## src/rtl/sdram_write_burst.sv

```systemverilog
// SDRAM write engine: drains 2-beat FIFO entries as continuous write bursts,
// breaking on row wrap or refresh and resuming at the saved word address.
module sdram_write_burst #(
    parameter int DQ_WIDTH    = 16,
    parameter int BANK_WIDTH  = 2,
    parameter int ROW_WIDTH   = 12,
    parameter int COL_WIDTH   = 8,
    parameter int COUNT_WIDTH = 24,
    parameter int T_RCD       = 2,
    parameter int T_WR        = 2,
    parameter int T_RP        = 2,
    localparam int MW = DQ_WIDTH / 8,
    localparam int AW = BANK_WIDTH + ROW_WIDTH + COL_WIDTH
) (
    input  logic                       clk,
    input  logic                       rst_n,
    output logic [2:0]                 command,
    output logic [ROW_WIDTH-1:0]       address,
    output logic [BANK_WIDTH-1:0]      bank,
    output logic [DQ_WIDTH-1:0]        data_out,
    output logic [MW-1:0]              data_mask,
    output logic                       idle,
    input  logic                       enable,
    input  logic [AW-1:0]              app_address,
    input  logic                       auto_refresh,
    output logic                       wait_for_refresh,
    input  logic [2*DQ_WIDTH+2*MW-1:0] fifo_data,
    output logic                       fifo_read,
    input  logic                       fifo_ready,
    output logic                       fifo_activate,
    input  logic [COUNT_WIDTH-1:0]     fifo_size,
    input  logic                       fifo_inactive,
    output logic                       write_done
);

    localparam logic [2:0] CMD_NOP   = 3'b111;
    localparam logic [2:0] CMD_ACT   = 3'b011;
    localparam logic [2:0] CMD_WRITE = 3'b100;
    localparam logic [2:0] CMD_TERM  = 3'b110;
    localparam logic [2:0] CMD_PRE   = 3'b010;
    localparam int         DLY_W     = 8;

    typedef enum logic [2:0] {
        S_IDLE, S_WAIT, S_ACTIVATE, S_WRITE_CMD, S_WRITE_HI, S_WRITE_LO, S_TERM, S_PRE
    } state_t;

    state_t                 state;
    logic [DLY_W-1:0]       delay;
    logic [COUNT_WIDTH-1:0] count;
    logic [AW-1:0]          write_addr;

    logic [DQ_WIDTH-1:0]    data_lo, data_hi;
    logic [MW-1:0]          mask_lo, mask_hi;
    logic [COL_WIDTH-1:0]   col;

    assign data_lo = fifo_data[DQ_WIDTH-1:0];
    assign data_hi = fifo_data[2*DQ_WIDTH-1:DQ_WIDTH];
    assign mask_lo = fifo_data[2*DQ_WIDTH+MW-1:2*DQ_WIDTH];
    assign mask_hi = fifo_data[2*DQ_WIDTH+2*MW-1:2*DQ_WIDTH+MW];
    assign col     = write_addr[COL_WIDTH-1:0];

    assign idle = (delay == '0) && (state == S_IDLE || state == S_WAIT);

    always_ff @(posedge clk or negedge rst_n) begin
        if (!rst_n) begin
            state            <= S_IDLE;
            delay            <= '0;
            count            <= '0;
            write_addr       <= '0;
            command          <= CMD_NOP;
            address          <= '0;
            bank             <= '0;
            data_out         <= '0;
            data_mask        <= '0;
            fifo_read        <= 1'b0;
            fifo_activate    <= 1'b0;
            wait_for_refresh <= 1'b0;
            write_done       <= 1'b0;
        end else begin
            fifo_read        <= 1'b0;
            write_done       <= 1'b0;
            wait_for_refresh <= 1'b0;
            data_out         <= '0;
            command          <= CMD_NOP;
            if (delay != '0) begin
                delay <= delay - DLY_W'(1);
            end else begin
                case (state)
                    S_IDLE: begin
                        wait_for_refresh <= 1'b1;
                        if (enable || fifo_ready) begin
                            write_addr <= app_address;
                            state      <= S_WAIT;
                        end
                    end
                    S_WAIT: begin
                        if (auto_refresh) begin
                            wait_for_refresh <= 1'b1;
                        end else if (!fifo_activate) begin
                            if (fifo_ready) begin
                                fifo_activate <= 1'b1;
                                count         <= fifo_size;
                            end else if (fifo_inactive && !enable) begin
                                state <= S_IDLE;
                            end
                        end else if (count == '0) begin
                            fifo_activate <= 1'b0;
                            write_done    <= 1'b1;
                            delay         <= DLY_W'(1);
                        end else begin
                            state <= S_ACTIVATE;
                        end
                    end
                    S_ACTIVATE: begin
                        command <= CMD_ACT;
                        bank    <= write_addr[AW-1:ROW_WIDTH+COL_WIDTH];
                        address <= write_addr[ROW_WIDTH+COL_WIDTH-1:COL_WIDTH];
                        delay   <= DLY_W'(T_RCD);
                        state   <= S_WRITE_CMD;
                    end
                    S_WRITE_CMD: begin
                        command    <= CMD_WRITE;
                        address    <= {{(ROW_WIDTH-COL_WIDTH){1'b0}}, col};
                        data_out   <= data_hi;
                        data_mask  <= mask_hi;
                        write_addr <= write_addr + AW'(2);
                        state      <= S_WRITE_LO;
                    end
                    S_WRITE_HI: begin
                        data_out   <= data_hi;
                        data_mask  <= mask_hi;
                        write_addr <= write_addr + AW'(2);
                        state      <= S_WRITE_LO;
                    end
                    S_WRITE_LO: begin
                        // write_addr already points past this entry, so col==0 means the row wrapped
                        data_out  <= data_lo;
                        data_mask <= mask_lo;
                        fifo_read <= 1'b1;
                        count     <= count - COUNT_WIDTH'(1);
                        if (count == COUNT_WIDTH'(1) || col == '0 || auto_refresh)
                            state <= S_TERM;
                        else
                            state <= S_WRITE_HI;
                    end
                    S_TERM: begin
                        command <= CMD_TERM;
                        delay   <= DLY_W'(T_WR);
                        state   <= S_PRE;
                    end
                    S_PRE: begin
                        command <= CMD_PRE;
                        delay   <= DLY_W'(T_RP);
                        state   <= S_WAIT;
                    end
                    default: state <= S_IDLE;
                endcase
            end
        end
    end

endmodule

```

## config.mk

```make
export PLATFORM = sky130hd
export DESIGN_NAME = sdram_write_burst
export DESIGN_NICKNAME = d
export VERILOG_FILES = /design/src/rtl/sdram_write_burst.sv
export SDC_FILE = /design/constraint.sdc
export NUM_CORES = 1
export LEC_CHECK = 0
export ABC_AREA = 1
export CAP_MARGIN = 0
export CELL_PAD_IN_SITES_DETAIL_PLACEMENT = 1
export CELL_PAD_IN_SITES_GLOBAL_PLACEMENT = 1
export CORE_MARGIN = 5
export CORE_UTILIZATION = 33
export CTS_BUF_LIST = sky130_fd_sc_hd__clkbuf_8 sky130_fd_sc_hd__clkbuf_16
export DETAILED_ROUTE_END_ITERATION = 10
export PLACE_DENSITY = 0.71
export SLEW_MARGIN = 20
export SYNTH_ARGS = -nofsm -noshare
export SYNTH_HDL_FRONTEND = slang
export SYNTH_SLANG_ARGS = --single-unit
```

## constraint.sdc

```tcl
create_clock -name clk -period 2 [get_ports clk]
set_input_delay 0.5 -clock clk [delete_from_list [all_inputs] [get_ports clk]]
set_output_delay 0.5 -clock clk [all_outputs]
set_load 0.05 [all_outputs]
```

==> results.md, run 1 <==
- Status: finished, final reports clean
- Final antenna-violating net count: 0
- Clock Pin Slew Worst Setup and Hold Paths: ~0.07 ns
- Shortest period the worst path allows: between 1.5 and 2 ns
- Synth Register Bits: 96
- Synthesized area: between 5000 and 6000 sq um
- Via density: about 4.9
- Maxcap violations: 0
- Final hold violation count: 0
- Grt met1 use: 0.2580
- GPL Wtd Cong: between 0.8 and 0.9
- Chip width: roughly 140 um
- Worst path slowest cell: dfrtp_1
- Final instance area: around 8000 sq um
- Fin crit share: 0.9917
- Grt met2 use: 0.3406
- TritonCTS clock tree: done
- Reg2reg end: count[19]
- H-Tree Depth: 3
- Critical path's largest stage delay: about 0.4 ns
- RSZ-0062 raised after global routing: true
- Initial antenna violation count: 0
- Syn nets: ~950
- Vias: between 6000 and 7000
- Core area: between 15000 and 20000 sq um
- Slew Limit Fails: 0
- WP buf/inv: 2
- Largest net degree at the start of global routing: 33
- NetSw: 0.004485 W
- Seq pwr share: 0.341
- CTS sink cnt: 96
- Bufs on Longest Clock Path: 2
- Setup crit start kind: flop
- Crit Path Class: flop to primary output
- LEAKAGE: about 3.9 nW
- Hpwl dp: about 16000 um
- DRT Pass-1 Iters: 4
- FMAX: 504.2 MHz
- Max Clock Skew: approximately 0.012 ns
- Starting DRT DRC Count: 296
- Share of layout cells above drive strength 1: 0.1602
- Drt total wl: 20590 um
- Max VDD drop: 589.4 uV
- FP Rows: 49
- Final nets: 1112
- GRT overflow: 0
- Seq/Total Area, Yosys: 0.4037
- Hold_buf cts: 0
- Die height: approximately 140 um
- DRC viols: 0
- Worst hold path type: input port to async pin
- Worst setup EP type: primary output
- CP top delay family: simple AND/OR/NAND/NOR gates
- Hold slack final: roughly 0.11 ns
- Post-DP Area: between 7000 and 8000 sq um
- Slew at the pin closest to its max-slew limit: 0.6501 ns
- IO Pins: roughly 130
- Die area: around 21000 sq um
- Tot GR Track Use: 0.1994
- Comb pwr share: 0.481
- Syn_area_per_cell: approximately 6.9 sq um
- Reg2Reg Launch Point: delay[4]
- Ys Warns: 0
- Syn-to-layout area delta: 35.01%
- Met3 Resource Use GR: 0.02712
- PwrDens: between 1000 and 1500 nW/um^2
- R2R cell count: 10
- Number of port buffers: roughly 130
- CTS Buf Count: 9
- Starting density of the core: 0.3330
- Critical path, cell by cell: nor2_2 > nand2_2 > nor2_8 > inv_4 > nor2_4 > buf_12
- Syn Inst Count: about 860
- N_diodes: 0
- Grt peak-use layer: met2
- Root Buffer: clkbuf_16
- Worst Path Required: around 1.5 ns
- Vias in the first global route: roughly 6300
- Netlist cell types: 39
- Int Power: 0.005062 W
- Critical Path AT: around 1.5 ns
- Setup TNS: 0 ns
- Clock latency on the worst-skew pair: 0.35 ns
- Global-route wire length before repair: between 30000 and 40000 um
- Setup-failing EPs final: 0
- Switching portion of total power: 0.4698
- Worst R2R Setup Slack: around 0.14 ns
- Slew headroom: 0.5647
- WL/cell: between 15 and 20 um
- Clock share of power: 0.177
- CP max FO: 2
[registers in the layout, summed over array words and instances (netlist names), 2 cells and up]
signal	flops
command	3
state	3
delay	8
address	12
count	24
data_out	16
data_mask	2
write_addr	22
bank	2
[power by group through the flow]
stage	clock (W)	sequential [W]	combinational, W
6_report	0.00169	0.00326	0.00460
5_1_grt	0.00183	0.00335	0.00513
4_1_cts	0.00176	0.00325	0.00460
3_5_place_dp	0	0.00326	0.00448
3_3_place_gp	0	0.00326	0.00438
2_1_floorplan	0	0.00340	0.00269
[worst register-to-register path: cells and delay by family (launching register included)]
family                 cells  cell delay [ns]
AO/OA/AOI/OAI              1             0.27
flip-flops                 1             0.40
AND/OR/NAND/NOR            6             0.75
buffers and inverters      3             0.39
[Yosys cell counts (all sizes together)]
| cell | count | area share |
|---|---|---|
| a211oi | 2 | 0.0025 |
| a21oi | 8 | 0.0067 |
| a31oi | 3 | 0.0031 |
| buf | 27 | 0.034 |
| clkbuf | 1 | 0.00063 |
| clkinv | 3 | 0.0023 |
| dfrtp | 93 | 0.39 |
| dfstp | 3 | 0.013 |
| ha | 5 | 0.010 |
| inv | 64 | 0.042 |
| mux2i | 2 | 0.0034 |
| nand2 | 292 | 0.19 |
| nand3 | 84 | 0.071 |
| nand3b | 7 | 0.0088 |
| nand4 | 19 | 0.021 |
| nor2 | 145 | 0.10 |
| nor3 | 5 | 0.0050 |
| o211ai | 4 | 0.0073 |
| o21a | 4 | 0.0050 |
| o21ai | 57 | 0.048 |
| or2 | 18 | 0.019 |
| xnor2 | 8 | 0.012 |
| xor2 | 4 | 0.0059 |
[per-stage QoR]
stage	total power, W	utilization	worst slack [ns]	std cells
floorplan	0.006093	-	0.09270	858
CTS	0.009612	0.4479	-0.01524	1250
detailed placement	0.007738	0.4279	-0.1377	1228
global route	0.01032	0.4495	-0.04945	1253
finish	0.009547	0.4495	0.01665	1253
global placement	0.007643	0.4279	-0.05024	1228
[how the worst max path moves through the flow]
stage | start | to | slack, ns | cells past startpoint
floorplan | delay[0] | idle | 0.09 | 6
global placement | fifo_ready | write_addr[5] | -0.05 | 10
detailed placement | fifo_ready | write_addr[16] | -0.14 | 10
CTS | delay[1] | idle | -0.02 | 7
global route | delay[4] | idle | -0.05 | 6
finish | delay[4] | idle | 0.02 | 6
[per-layer routing]
metal	share of wire	wire, um
met2	0.49	10100
met3	0.035	712
met1	0.45	9240
met5	0	0
met4	0.026	533
[cells by family (layout without fill, tap and decap cells)]
family          count (synthesis)  count (layout)  synth area share
xor+xnor                       12              12           0.01763
mux                             2               2          0.003359
flops                          96              96            0.4037
fa+ha+maj                       5               5           0.01050
compound gates                 78              78           0.07263
buf+inv                        95             261           0.07808
simple gates                  570             570            0.4141
[cell usage in the layout (no fill, tap or decap), types with 7 or more instances in the layout]
master           count
o21ai_0             33
inv_1               54
nand2_1            282
a21oi_1              8
inv_2                7
clkbuf_16            9
xnor2_1              8
nand4_1             18
nor2_1             132
buf_4               78
dfrtp_1             93
or2_2               18
clkdlybuf4s50_1     86
buf_12               9
o21ai_1             24
nand3_1             83
nand2_2              8
nor2_2               7
nand3b_1             7
[repair_timing]
item | in CTS | in global routing
endpoints found under the setup margin | 5 | 2
resized for setup | 14 | 4
buffers inserted | 6 | 3
pin swaps | 5 | 2
endpoints found under the hold margin | 0 | 0
[layout make-up]
type	count	area, sq um
Multi-Input combinational cell	667	3134
Timing Repair Buffer	178	1674
Inverter	67	264.0
Clock inverter	7	57.56
Sequential cell	96	2406
Tap cell	229	286.5
Clock buffer	9	225.2
Fill cell	2322	9854
No activity file was read; power rests on OpenSTA's default activity.
==> run 2, diff against run 1 <==
--- a/config.mk
+++ b/config.mk
@@ -13,7 +13,9 @@
 export CORE_UTILIZATION = 33
 export CTS_BUF_LIST = sky130_fd_sc_hd__clkbuf_8 sky130_fd_sc_hd__clkbuf_16
 export DETAILED_ROUTE_END_ITERATION = 10
+export GPL_ROUTABILITY_DRIVEN = 1
 export PLACE_DENSITY = 0.71
+export SETUP_SLACK_MARGIN = 0.2
 export SLEW_MARGIN = 20
 export SYNTH_ARGS = -nofsm -noshare
 export SYNTH_HDL_FRONTEND = slang
==> run 2 against run 1 <==
Against the previous run: sequential share of layout area decreased by 0.79 points; via count increased by 0.87%; design area increased by 2.8%; sequential cell count unchanged; die area unchanged; first-iteration DRC count decreased by 25%; global-route usage decreased by 0.42 points; register-to-register slack improved by 0.02 ns; combinational power about the same; non-clock buffer count increased by 7; maximum frequency decreased by 0.53%; sequential power decreased by 1%; largest cell class unchanged; largest power group unchanged; highest routed layer unchanged.
==> results.md, run 2 (same netlist as run 1, synthesis figures left out) <==
- Status: finished, final reports clean
- DRC viols: 0
- LEAKAGE: ~4 nW
- Post-DP Area: roughly 7700 sq um
- Most common cell after layout, fill and taps aside: nand2_1
- N_diodes: 0
- Most flop-heavy register: count
- Drt total wl: between 20000 and 25000 um
- Top flop regs: count x24, write_addr x22, data_out x16
- Vias: about 6100
- Reg2Reg Launch Point: state[1]
- Root Buffer: clkbuf_16
- CTS Buf Count: 9
- Fillcell total: approximately 2300
- Setup crit start kind: flop
- Crit Path Class: flop to primary output
- Critical Path AT: 1.49 ns
- Core area: 17900 sq um
- Slew at the pin closest to its max-slew limit: ~0.52 ns
- Share of layout cells above drive strength 1: 0.1762
- Max VDD drop: just over 600 uV
- Setup-failing EPs final: 0
- R2R cell count: 10
- Maxcap violations: 0
- Starting DRT DRC Count: roughly 220
- Slew headroom: 0.6539
- WL/cell: around 16 um
- Syn-to-layout area delta: 38.83%
- Final instance area: slightly above 8000 sq um
- Overall power: 0.009821 W
- Max reg flops: 24
- Initial antenna violation count: 0
- RSZ-0062 raised after global routing: true
- TritonCTS clock tree: done
- Final setup margin: 0.006159 ns
- Die area: around 21000 sq um
- Worst setup EP type: primary output
- Shortest period the worst path allows: between 1.5 and 2 ns
- IO Pins: 128
- Worst R2R Setup Slack: roughly 0.16 ns
- GRT overflow: 0
- Tot GR Track Use: 0.1952
- Worst Path Required: ~1.5 ns
- FP Rows: 49
- Final nets: 1121
- Bufs on Longest Clock Path: 2
- Via density: a little under 5
- CTS sink cnt: 96
- Chip width: between 100 and 150 um
- CP max FO: 4
- Hpwl dp: about 16000 um
- Starting density of the core: 0.3330
- Fin crit share: 0.9969
- Vias in the first global route: 6339
- Clock Pin Slew Worst Setup and Hold Paths: roughly 0.070 ns
- Number of port buffers: 127
- DRT Pass-1 Iters: 4
- FMAX: 501.5 MHz
- Reg2reg end: count[5]
- Commonest cells after routing, fill and taps aside: 278 x nand2_1, 127 x nor2_1, 91 x dfrtp_1
- GPL Wtd Cong: between 0.8 and 0.9
- Pre-CTS setup slack: -0.04385 ns
- Global-route wire length before repair: 32420 um
- H-Tree Depth: 3
- Max Clock Skew: 0.008183 ns
- Slew Limit Fails: 0
- Die height: 144.4 um
- Worst hold path type: input port to async pin
- Clock latency on the worst-skew pair: around 0.36 ns
- Largest net degree at the start of global routing: 69
- Final hold violation count: 0
- PwrDens: 1187 nW/um^2
- Final antenna-violating net count: 0
-- run 2: changes by cell type in the layout (fill, tap and decap cells not counted), moves of 3 or more --
cell           previous run  this run
buf_4                    78        74
buf_6                     0         8
dlygate4sd2_1             4         7
nand2_1                 282       278
nand2_4                   2         5
nor2_1                  132       127
nor2_2                    7        12
o21ai_0                  33        30
o21ai_1                  24        27
-- run 2: area by class of cell --
cell class | instances | area, sq um | area share
clock buffer | 11 | 252.7 | 0.03054
multi-input combinational | 667 | 3186 | 0.3849
tap | 229 | 286.5 | 0.03462
sequential | 96 | 2409 | 0.2910
timing repair buffer | 185 | 1763 | 0.2130
clock inverter | 5 | 80.08 | 0.009676
timing repair inverter | 2 | 17.52 | 0.002117
inverter | 67 | 281.5 | 0.03402
-- run 2: through the flow --
| step | util | instances | hold WS, ns | setup TNS [ns] |
|---|---|---|---|---|
| after floorplan | - | 858 | 0.2044 | 0 |
| after global placement | 0.4279 | 1230 | 0.4730 | -0.03869 |
| after detailed placement | 0.4279 | 1230 | 0.4869 | -0.1435 |
| after CTS | 0.4486 | 1248 | 0.1681 | -0.02474 |
| after global routing | 0.4623 | 1262 | 0.1967 | -0.08062 |
| final | 0.4623 | 1262 | 0.1301 | 0 |
-- run 2: worst max path at each step --
stage / startpoint / end / slack (ns) / cells after the start
2_1_floorplan: delay[0] / idle / 0.25 / 6
3_5_place_dp: fifo_ready / write_addr[9] / -0.04 / 9
4_1_cts: delay[4] / idle / -0.02 / 6
3_3_place_gp: fifo_ready / write_addr[5] / -0.03 / 10
5_1_grt: state[2] / idle / -0.08 / 5
6_report: delay[0] / idle / 0.006 / 7
-- run 2: worst max-delay path, stage by stage (launching register included) --
cell and delay (ns):
dfrtp_1 0.40, inv_2 0.08, ha_4 0.15, nand2_4 0.06, nor2_8 0.13, inv_4 0.06, nor2_4 0.11, buf_12 0.15
-- run 2: metal layers --
layer  vias to the layer above  routed length (um)  global-route usage
li1                       3084                   -                   -
met1                      2943                8586              0.2421
met2                        90               10790              0.3563
met3                        28                 629             0.02083
met4                         0                 428             0.05842
met5                         -                   0                   0
-- run 2: power by group --
part	total [W]	switching (W)	internal (W)
sequential	0.00322	0.000700	0.00252
combinational	0.00463	0.00293	0.00170
clock	0.00197	0.000809	0.00116
total	0.00982	0.00444	0.00539
-- run 2: repair_timing --
action | 4_1_cts | 5_1_grt
endpoints found under the hold margin | 0 | 0
buffers inserted | 2 | 12
setup endpoints to repair | 17 | 38
cloned | 0 | 2
pin swaps | 4 | 11
resized for setup | 17 | 37
hold buffers | 0 | 0
